**src/rtl/operand_issue_if.sv**
```systemverilog
// Bundle of instruction, ALU, load, writeback and debug signals around the
// operand issue stage. The slave side is the stage; the master side is
// whatever drives instructions, loads and the ALU result.
interface operand_issue_if #(
   parameter int DATA_W = 8,
   parameter int ADDR_W = 2
);
   // instruction handshake
   logic              instr_valid;
   logic              instr_ready;
   logic [ADDR_W-1:0] instr_rd;
   logic [ADDR_W-1:0] instr_rs;
   logic              instr_op;
   logic              instr_wb;
   // ALU operand bus and returned result
   logic [DATA_W-1:0] alu_rd_data;
   logic [DATA_W-1:0] alu_rs_data;
   logic              alu_select;
   logic              alu_valid;
   logic [DATA_W-1:0] alu_result;
   // external register load
   logic              ld_valid;
   logic [ADDR_W-1:0] ld_addr;
   logic [DATA_W-1:0] ld_data;
   // writeback report
   logic              wb_valid;
   logic [ADDR_W-1:0] wb_addr;
   logic [DATA_W-1:0] wb_data;
   // debug read port
   logic [ADDR_W-1:0] dbg_addr;
   logic [DATA_W-1:0] dbg_data;

   modport slave (
      input  instr_valid, instr_rd, instr_rs, instr_op, instr_wb,
      input  alu_result, ld_valid, ld_addr, ld_data, dbg_addr,
      output instr_ready, alu_rd_data, alu_rs_data, alu_select, alu_valid,
      output wb_valid, wb_addr, wb_data, dbg_data
   );

   modport master (
      output instr_valid, instr_rd, instr_rs, instr_op, instr_wb,
      output alu_result, ld_valid, ld_addr, ld_data, dbg_addr,
      input  instr_ready, alu_rd_data, alu_rs_data, alu_select, alu_valid,
      input  wb_valid, wb_addr, wb_data, dbg_data
   );
endinterface

```
**src/rtl/operand_issue_stage.sv**
```systemverilog
// Register file and operand issue stage feeding a combinational add/sub ALU.
// Operands are read (with forwarding of the in-flight result) and registered
// onto the ALU inputs; the ALU result is written back into rd one edge later.
module operand_issue_stage #(
   parameter int DATA_W = 8,
   parameter int NREG   = 4,
   parameter int ADDR_W = 2
) (
   input  logic            clk,
   input  logic            rst_n,
   operand_issue_if.slave  bus
);

   logic [DATA_W-1:0] regfile [NREG];

   logic [DATA_W-1:0] alu_rd_data_reg;
   logic [DATA_W-1:0] alu_rs_data_reg;
   logic              alu_select_reg;
   logic              alu_valid_reg;
   logic [ADDR_W-1:0] ex_dst_reg;
   logic              ex_wb_reg;
   logic              wb_valid_reg;
   logic [ADDR_W-1:0] wb_addr_reg;
   logic [DATA_W-1:0] wb_data_reg;

   logic              accept;
   logic              ex_commit;
   logic [DATA_W-1:0] fwd_rd;
   logic [DATA_W-1:0] fwd_rs;
   logic [NREG-1:0]   ld_hit;
   logic [NREG-1:0]   wb_hit;

   // A load owns the register write path this cycle, so it blocks issue.
   assign bus.instr_ready = ~bus.ld_valid;
   assign accept          = bus.instr_valid & ~bus.ld_valid;
   // Only a write-enabled instruction in the ALU slot commits or forwards.
   assign ex_commit       = alu_valid_reg & ex_wb_reg;

   // Per-register write selects for the load and writeback paths.
   for (genvar gi = 0; gi < NREG; gi++) begin : g_hit
      assign ld_hit[gi] = bus.ld_valid && (bus.ld_addr == ADDR_W'(gi));
      assign wb_hit[gi] = ex_commit && (ex_dst_reg == ADDR_W'(gi));
   end

   // Operand read with bypass of the result currently leaving the ALU.
   always_comb begin
      fwd_rd = regfile[bus.instr_rd];
      fwd_rs = regfile[bus.instr_rs];
      if (ex_commit && ex_dst_reg == bus.instr_rd) fwd_rd = bus.alu_result;
      if (ex_commit && ex_dst_reg == bus.instr_rs) fwd_rs = bus.alu_result;
   end

   // Register file update; a load beats a writeback to the same register.
   always_ff @(posedge clk) begin
      for (int i = 0; i < NREG; i++) begin
         if (!rst_n) begin
            regfile[i] <= '0;
         end else if (ld_hit[i]) begin
            regfile[i] <= bus.ld_data;
         end else if (wb_hit[i]) begin
            regfile[i] <= bus.alu_result;
         end
      end
   end

   // Issue: capture operands and op onto the ALU inputs, or insert a bubble.
   always_ff @(posedge clk) begin
      if (!rst_n) begin
         alu_rd_data_reg <= '0;
         alu_rs_data_reg <= '0;
         alu_select_reg  <= 1'b0;
         alu_valid_reg   <= 1'b0;
         ex_dst_reg      <= '0;
         ex_wb_reg       <= 1'b0;
      end else if (accept) begin
         alu_rd_data_reg <= fwd_rd;
         alu_rs_data_reg <= fwd_rs;
         alu_select_reg  <= bus.instr_op;
         alu_valid_reg   <= 1'b1;
         ex_dst_reg      <= bus.instr_rd;
         ex_wb_reg       <= bus.instr_wb;
      end else begin
         alu_valid_reg   <= 1'b0;
      end
   end

   // Writeback report; still raised when a same-address load overrode the write.
   always_ff @(posedge clk) begin
      if (!rst_n) begin
         wb_valid_reg <= 1'b0;
         wb_addr_reg  <= '0;
         wb_data_reg  <= '0;
      end else if (ex_commit) begin
         wb_valid_reg <= 1'b1;
         wb_addr_reg  <= ex_dst_reg;
         wb_data_reg  <= bus.alu_result;
      end else begin
         wb_valid_reg <= 1'b0;
      end
   end

   assign bus.alu_rd_data = alu_rd_data_reg;
   assign bus.alu_rs_data = alu_rs_data_reg;
   assign bus.alu_select  = alu_select_reg;
   assign bus.alu_valid   = alu_valid_reg;
   assign bus.wb_valid    = wb_valid_reg;
   assign bus.wb_addr     = wb_addr_reg;
   assign bus.wb_data     = wb_data_reg;
   assign bus.dbg_data    = regfile[bus.dbg_addr];

endmodule

```
**src/flat_wrapper.sv**
```systemverilog
// flat-port wrapper written by rule: the top's interface ports become plain ports
module operand_issue_stage_flat 
#(
   parameter int DATA_W = 8,
   parameter int NREG   = 4,
   parameter int ADDR_W = 2
)
  (clk, rst_n, bus_instr_valid, bus_instr_rd, bus_instr_rs, bus_instr_op, bus_instr_wb, bus_alu_result, bus_ld_valid, bus_ld_addr, bus_ld_data, bus_dbg_addr, bus_instr_ready, bus_alu_rd_data, bus_alu_rs_data, bus_alu_select, bus_alu_valid, bus_wb_valid, bus_wb_addr, bus_wb_data, bus_dbg_data);
  operand_issue_if #(.DATA_W(DATA_W), .ADDR_W(ADDR_W)) bus_i ();
  input  logic clk;
  input  logic rst_n;
  input wire logic [$bits(bus_i.instr_valid)-1:0] bus_instr_valid;
  input wire logic [$bits(bus_i.instr_rd)-1:0] bus_instr_rd;
  input wire logic [$bits(bus_i.instr_rs)-1:0] bus_instr_rs;
  input wire logic [$bits(bus_i.instr_op)-1:0] bus_instr_op;
  input wire logic [$bits(bus_i.instr_wb)-1:0] bus_instr_wb;
  input wire logic [$bits(bus_i.alu_result)-1:0] bus_alu_result;
  input wire logic [$bits(bus_i.ld_valid)-1:0] bus_ld_valid;
  input wire logic [$bits(bus_i.ld_addr)-1:0] bus_ld_addr;
  input wire logic [$bits(bus_i.ld_data)-1:0] bus_ld_data;
  input wire logic [$bits(bus_i.dbg_addr)-1:0] bus_dbg_addr;
  output wire logic [$bits(bus_i.instr_ready)-1:0] bus_instr_ready;
  output wire logic [$bits(bus_i.alu_rd_data)-1:0] bus_alu_rd_data;
  output wire logic [$bits(bus_i.alu_rs_data)-1:0] bus_alu_rs_data;
  output wire logic [$bits(bus_i.alu_select)-1:0] bus_alu_select;
  output wire logic [$bits(bus_i.alu_valid)-1:0] bus_alu_valid;
  output wire logic [$bits(bus_i.wb_valid)-1:0] bus_wb_valid;
  output wire logic [$bits(bus_i.wb_addr)-1:0] bus_wb_addr;
  output wire logic [$bits(bus_i.wb_data)-1:0] bus_wb_data;
  output wire logic [$bits(bus_i.dbg_data)-1:0] bus_dbg_data;
  assign bus_i.instr_valid = bus_instr_valid;
  assign bus_i.instr_rd = bus_instr_rd;
  assign bus_i.instr_rs = bus_instr_rs;
  assign bus_i.instr_op = bus_instr_op;
  assign bus_i.instr_wb = bus_instr_wb;
  assign bus_i.alu_result = bus_alu_result;
  assign bus_i.ld_valid = bus_ld_valid;
  assign bus_i.ld_addr = bus_ld_addr;
  assign bus_i.ld_data = bus_ld_data;
  assign bus_i.dbg_addr = bus_dbg_addr;
  assign bus_instr_ready = bus_i.instr_ready;
  assign bus_alu_rd_data = bus_i.alu_rd_data;
  assign bus_alu_rs_data = bus_i.alu_rs_data;
  assign bus_alu_select = bus_i.alu_select;
  assign bus_alu_valid = bus_i.alu_valid;
  assign bus_wb_valid = bus_i.wb_valid;
  assign bus_wb_addr = bus_i.wb_addr;
  assign bus_wb_data = bus_i.wb_data;
  assign bus_dbg_data = bus_i.dbg_data;
  operand_issue_stage #(.DATA_W(DATA_W), .NREG(NREG), .ADDR_W(ADDR_W)) u_core (.clk(clk), .rst_n(rst_n), .bus(bus_i));
endmodule
```
**config.mk**
```make
export PLATFORM = sky130hd
export DESIGN_NAME = operand_issue_stage_flat
export DESIGN_NICKNAME = d
export VERILOG_FILES = /design/src/rtl/operand_issue_if.sv /design/src/rtl/operand_issue_stage.sv /design/src/flat_wrapper.sv
export SDC_FILE = /design/constraint.sdc
export NUM_CORES = 1
export LEC_CHECK = 0
export ABC_AREA = 1
export CAP_MARGIN = 25
export CELL_PAD_IN_SITES_DETAIL_PLACEMENT = 2
export CELL_PAD_IN_SITES_GLOBAL_PLACEMENT = 2
export CORE_ASPECT_RATIO = 1.25
export CORE_MARGIN = 5
export CORE_UTILIZATION = 38
export DETAILED_ROUTE_END_ITERATION = 7
export DONT_BUFFER_PORTS = 1
export PLACE_DENSITY = 0.87
export SKIP_CTS_REPAIR_TIMING = 1
export SYNTH_ARGS = -nofsm -noshare
export SYNTH_HDL_FRONTEND = slang
export SYNTH_SLANG_ARGS = --single-unit
```
**constraint.sdc**
```tcl
create_clock -name clk -period 2.4 [get_ports clk]
set_input_delay 0.48 -clock clk [delete_from_list [all_inputs] [get_ports clk]]
set_output_delay 0.48 -clock clk [all_outputs]
set_load 0.03 [all_outputs]
```
Yosys cells after proc, flatten, opt, wreduce, memory -nomap -nowiden
Memory sizes are Yosys's and may differ from the RTL's.
Index checks and enable logic that the tools add are counted.
W data, S select, Z words.

word-level totals
  bits in read-only memories = 0
  bits in latches = 0
  bits of input ports = 30
  RAM bits = 32
  output and inout port bits = 38
  register bits after elaboration = 32
  memories kept = 1
  word-level logic and storage cells = 82

operators by class
  equal/unequal tests = 8
  magnitude comparators = 0
  multipliers = 0
  bitwise operators = 11
  muxes and demuxes = 41
  reduce and logical (&&, ||, !) cells = 12
  $add $sub $neg = 0
  div/mod/pow operators = 0
  shifts and indexed selects = 0

memory list
  memory          depth  width  read ports  clocked after Yosys merged registers in  wr ports  RTL line                   source
  u_core.regfile  4      8      3           0                                        4         operand_issue_stage.sv:14  logic [DATA_W-1:0] regfile [NREG];

operator list
  kind                  count
  $mux W8               10
  $mux W1               31
  $logic_and A1 B1 Y1   10
  $eq A2 B2 Y1 const B  4
  $or A1 B1 Y1          8
  $eq A2 B1 Y1 const B  2
  $eq A2 B2 Y1          2
  $logic_not A2 Y1      2
  $and A1 B1 Y1         2
  $not A1 Y1            1

Logic depth before layout (Yosys ltp)
Gate-level depths: netlist of the first run.

  word-level depth = 7
  mapped depth = 9
  gate-level depth less buffers = 8

Worst setup path after synthesis of the first run
No wires, ideal clock.

  path kind = in2out
  from = input bus_dbg_addr[0]
  to = output bus_dbg_data[5]
  path buffers = 1
  slack = 470 ps
  required time = 1920 ps
  arrival = 1450 ps
  stages = 4
  cells stage by stage = inv_1 -> clkbuf_1 -> o21ai_0 -> o22ai_1

on the way
  word-level cells in the longest chain between the ends = 1

RTL lines
  item           RTL line            source
  from (decl)    flat_wrapper.sv:21  input wire logic [$bits(bus_i.dbg_addr)-1:0] bus_dbg_addr;
  $mem_v2 Z4 W8  n/a
  to (decl)      flat_wrapper.sv:30  output wire logic [$bits(bus_i.dbg_data)-1:0] bus_dbg_data;

Every way passes these cells.

==> results.md, run 1 <==
* Yosys reg bits at 64
* Synth Net Count at 529
* Rows at 39
* Number of synthesized flops with an enable pin at 32
* Yosys cell types at 24
* Total GRT Usage at 0.2685
* Final ANT Viol Nets at 0
* Pre-antenna DRT Iters at 4
* Synthesis-to-finish area growth at 12.55%
* Final setup fails at 0
* HPWL after detailed placement at 10.96 mm
* Core ar. at 9174 µm²
* Crit Path Max Fanout at 21
* Total congestion overflow at 0
* Worst EP required at 2.41 ns
* Max reg flops at 32
* Util after Layout at 0.4366
* Fin cells at 628
* Register area share after synthesis at 0.4501
* Antenna violations before repair at 0
* Main synth FF type: edfxtp_1
* Worst path most repeated cell: nand2_1
* Die area at 11,410 µm²
* Worst slew margin at 0.6100
* Die width at 96.55 µm
* Fin nets at 530
* Clock buffer depth at 2
* Vias/cell at 5.669
* Clock slew at reported path FFs at 0.06 ns
* Routability cong. at 0.9242
* Worst hold path cell count at 2
* Crit path cell chain: nand2_2 -> inv_2 -> nand2_1 -> nor2_1 -> nand2_1 -> nand2_1
* Peak supply drop at 0.0003669 V
* Multi-input combinational cell area at 1724 µm²
* Hold Fails Final Rpt at 0
* Root buffer cell: clkbuf_16
* Proportion of layout cells with a drive suffix above 1 at 0.09307
* Leak Pwr at 1.631 nW
* Post-route minimum period at 1.952 ns
* CP arrival at 1.96 ns
* Startpoint Class: flip-flop
* Syn avg cell area at 7.131 µm²
* Filler instances at 1,118
* I/O Pins at 68
* CTS tree: built
* Die Y-Extent at 118.2 µm
* Routed wire per std cell at 23.26 µm
* # clock sinks at 64
* Setup crit end kind: flip-flop
* Synth top cells by count: 130 x nand2_1, 93 x nor2_1, 53 x nand3_1
* F_max at 512.2 MHz
* WS Path Type: reg -> reg
* Routed wire length at 14.61 mm
* Most flops, register: u_core.regfile
* RSZ-0062 raised after global routing: no
* Register area at 1602 µm²
* Top post-synthesis cells by area: edfxtp_1 27%, dfxtp_1 18%, nand2_1 14%
* Synth top area share at 0.2700
* Vias in the first global route at 3,932
* Most frequent cell after synthesis: nand2_1
* Placed Cells incl. Taps at 612
* Crit path max-delay cell type: dfxtp_1
* Asr flop ratio synth at 0
* HP Class: in -> reg
* Max incr delay on CP at 0.35 ns
* Final period util at 0.8135
* I/O Buffers at 0
* Initial drt markers at 195
* Worst skew pair latency at 0.34 ns
* Cell Area, Synth at 3558 µm²
* Slew Limit Fails at 0
* Least-Margin Pin Slew at 0.5831 ns
* Initial Util at 0.3879
* Worst clock skew at 0.008152 ns
* Post-synth top area cell: edfxtp_1
* Setup TNS at 0 ns
* H-tree depth at 3
* CTS buffer count at 9
* Reg2Reg Depth at 6
* Routed via count at 3,560
* Buf+Inv Stages, Crit Path at 1
* Yosys warns at 0
* Status: complete, no violations
* CP Depth at 6
* Synth Instances at 499
* First-pass GRT wire length at 22.82 mm
* Largest net degree at the start of global routing at 37
* Pwr/cell area at 772.6 nW/µm²
* Largest delay share family, worst path: simple AND/OR/NAND/NOR gates
* Max-cap check violation count at 0
* R2r setup slk at 0.45 ns
* Residual DRC at 0
* Diode count at 0
kinds of logic after synthesis:
family,count (synthesis),share of synthesized area
flops,64,0.4501
buf+inv,54,0.06540
compound gates,92,0.1428
simple gates,289,0.3418
routing by layer:
metal | up-vias | global-route usage | routed length [µm]
met4 | 0 | 0.1114 | 437
met5 | - | 0 | 0
met3 | 35 | 0.05909 | 685
met1 | 1760 | 0.3252 | 5972
met2 | 88 | 0.4521 | 7512
li1 | 1677 | - | -
report_power, final:
part	switching, mW	internal (mW)
Clock	0.542	0.878
Combinational	0.238	0.108
Sequential	0.118	1.21
Total	0.898	2.20
through the flow:
step,hold slack [ns],cell area [µm²],worst slack (ns),total power [mW]
6_report,0.2828,4005,0.4477,3.094
5_1_grt,0.2893,4005,0.2524,3.196
4_1_cts,0.2785,4005,0.4375,3.101
3_5_place_dp,0.5100,3682,0.4376,1.695
3_3_place_gp,0.4955,3682,0.5514,1.673
2_1_floorplan,0.4757,3558,0.4704,1.575
worst paths after layout:
path                              from                     to
setup / recovery  u_core.bus.alu_valid   u_core.regfile[3][0]
hold / removal                   rst_n  u_core.bus.wb_data[0]
setup reg to reg  u_core.bus.alu_valid   u_core.regfile[3][0]
hold reg to reg       u_core.ex_wb_reg       u_core.ex_wb_reg
area by class of cell:
class                   instances  area share
well taps                     123     0.03843
inverters                      34     0.03186
flip-flops and latches         64      0.3999
clock buffers                  10     0.06248
multi-input cells             381      0.4305
repair buffers                 10     0.01874
clock inverters                 6     0.01812
cell usage in the layout (no fill, tap or decap), types with 8 or more instances in the layout:
master / count
a21oi_1: 11
nor2_1: 93
inv_1: 26
o22ai_1: 32
o21ai_0: 46
nand3_1: 53
inv_2: 8
edfxtp_1: 32
nand2_1: 130
clkbuf_16: 10
buf_4: 10
dfxtp_1: 32
Power figures use the tool's default switching activity.
==> inputs of run 2 (changes only) <==
Settings changed: CORE_UTILIZATION 38 to 32, PLACE_DENSITY 0.87 to 0.78.
Clock period 2.4 ns to 1.7 ns, I/O delays scaled along.
==> run 2 against run 1 <==
- sequential cell count did not move
- routed wire length is 3.0% lower
- die area is 17% higher
- non-clock buffer count increased by 8
- sequential power increased by 40%
- combinational power grew 48%
- core utilization decreased by 6.6 points
- worst setup slack got worse by 0.40 ns
- critical path type is now reg -> out
- largest power group is now sequential cells
==> results.md, run 2 (synthesis gave the netlist of run 1 again) <==
* Status: complete, no violations
* CP arrival at 1.31 ns
* Die width at 104.3 µm
* Clock buffer depth at 2
* Max incr delay on CP at 0.48 ns
* R2r setup slk at 0.13 ns
* Routed wire per std cell at 21.87 µm
* Pwr/cell area at 1030 nW/µm²
* Slew Limit Fails at 0
* Routed via count at 3,602
* Setup crit end kind: output port
* Crit path cell chain: o21ai_0 -> o22ai_1 -> buf_4
* Most common cell after layout, fill and taps aside: nand2_1
* Reg power frac at 0.443
* Initial Util at 0.3242
* Met2 usage at 0.3722
* Worst hold margin at 0.1443 ns
* Worst clock skew at 0.009631 ns
* Util after Layout at 0.3706
* # clock sinks at 64
* Most flops, register: u_core.regfile
* Vias in the first global route at 3,912
* Clock slew at reported path FFs at 0.06 ns
* Initial drt markers at 163
* Filler instances at 1,313
* Max reg flops at 32
* Largest delay share family, worst path: flip-flops
* Die Y-Extent at 127.9 µm
* Routability cong. at 0.8168
* Least-Margin Pin Slew at 0.4970 ns
* Proportion of layout cells with a drive suffix above 1 at 0.1111
* HPWL after detailed placement at 10.74 mm
* Worst skew pair latency at 0.34 ns
* Hold Fails Final Rpt at 0
* Vias/cell at 5.559
* Final ANT Viol Nets at 0
* Most used routing layer: met2
* Reg2Reg Depth at 4
* I/O Buffers at 0
* Clock share of power at 0.435
* Overall power at 4.189 mW
* Leak Pwr at 1.668 nW
* First-pass GRT wire length at 22.16 mm
* Post-route minimum period at 1.648 ns
* Root buffer cell: clkbuf_16
* Pre-antenna DRT Iters at 4
* CTS tree: built
* F_max at 606.7 MHz
* Met1 Use GR at 0.2514
* Most frequent cells in the layout: 129 x nand2_1, 93 x nor2_1, 52 x nand3_1
* H-tree depth at 3
* Buf+Inv Stages, Crit Path at 1
* Worst hold path cell count at 2
* Crit Path Max Fanout at 3
* Rows at 43
* Met3 usage at 0.05441
* Critical R2R Launch: u_core.bus.alu_valid
* Cell Int Power at 2.949 mW
* Final period util at 0.9695
* R2R Path End: u_core.regfile[1][0]
* Total net switching power at 1.240 mW
* Sw Ratio at 0.2959
* Antenna violations before repair at 0
* Max-cap check violation count at 0
* Crit path max-delay cell type: edfxtp_1
* Combinational share of power at 0.122
* Routed wire length at 14.17 mm
* Residual DRC at 0
* Worst slew margin at 0.6677
* Peak supply drop at 0.0004841 V
* Total GRT Usage at 0.2139
* Core ar. at 10,980 µm²
* Final setup fails at 0
* Die area at 13,340 µm²
* Worst EP required at 1.36 ns
* WS Path Type: reg -> out
* CTS buffer count at 9
* Startpoint Class: flip-flop
* Hold path start: rst_n
* Hold endpoint: u_core.bus.wb_data[3]
* Diode count at 0
* Largest net degree at the start of global routing at 37
* Synthesis-to-finish area growth at 14.31%
* I/O Pins at 68
* Total congestion overflow at 0
* Fin nets at 538
* HP Class: in -> reg
-- run 2: worst max-delay path by stage --
stage	startpoint	end	slack, ns	cells past startpoint
3_5_place_dp	bus_dbg_addr[0]	bus_dbg_data[1]	0.09	4
3_3_place_gp	bus_dbg_addr[0]	bus_dbg_data[1]	0.13	4
5_1_grt	u_core.regfile[2][5]	bus_dbg_data[5]	-0.06	3
6_report	u_core.regfile[2][4]	bus_dbg_data[4]	0.05	3
2_1_floorplan	u_core.bus.alu_valid	u_core.regfile[3][0]	0.04	7
4_1_cts	u_core.regfile[2][1]	bus_dbg_data[1]	0.04	3
-- run 2: area by class of cell --
type,instances,area [µm²],share of cell area
Sequential cell,64,1602,0.3937
Multi-Input combinational cell,381,1732,0.4257
Clock inverter,5,37.54,0.009228
Inverter,34,127.6,0.03137
Clock buffer,11,252.7,0.06213
Tap cell,135,168.9,0.04153
Timing Repair Buffer,18,147.6,0.03630
-- run 2: stage by stage --
stage                     instances  instance area (µm²)  setup WS, ns  TNS (ns)
after floorplan                 499                 3566       0.04289         0
after global placement          630                 3762        0.1287         0
after detailed placement        630                 3762       0.08817         0
after CTS                       646                 4053       0.03768         0
after global routing            648                 4068      -0.06494  -0.06494
final                           648                 4068       0.05187         0
-- run 2: power by group through the flow --
stage                     logic (mW)  registers, mW  clock network (mW)
after floorplan                0.377           1.85                   0
after global placement         0.481           1.88                   0
after detailed placement       0.507           1.89                   0
after CTS                      0.514           1.85                1.84
after global routing           0.566           1.86                1.91
final                          0.513           1.86                1.82
-- run 2: worst register-to-register path, cell delays in order, from the launching register on --
cell	delay, ns
dfxtp_1	0.37
nand2_2	0.14
nor2_1	0.27
nand3_2	0.12
nand2_1	0.32
-- run 2: layer usage --
layer	up-vias	share of wire
li1	1686	-
met1	1808	0.41
met2	86	0.50
met3	22	0.056
met4	0	0.034
met5	-	0
==> inputs of run 3 (changes only) <==
Settings changed: CAP_MARGIN 25 to default.
==> results of run 3 <==
The final DEF is identical to that of run 2; final timing and power are the same.
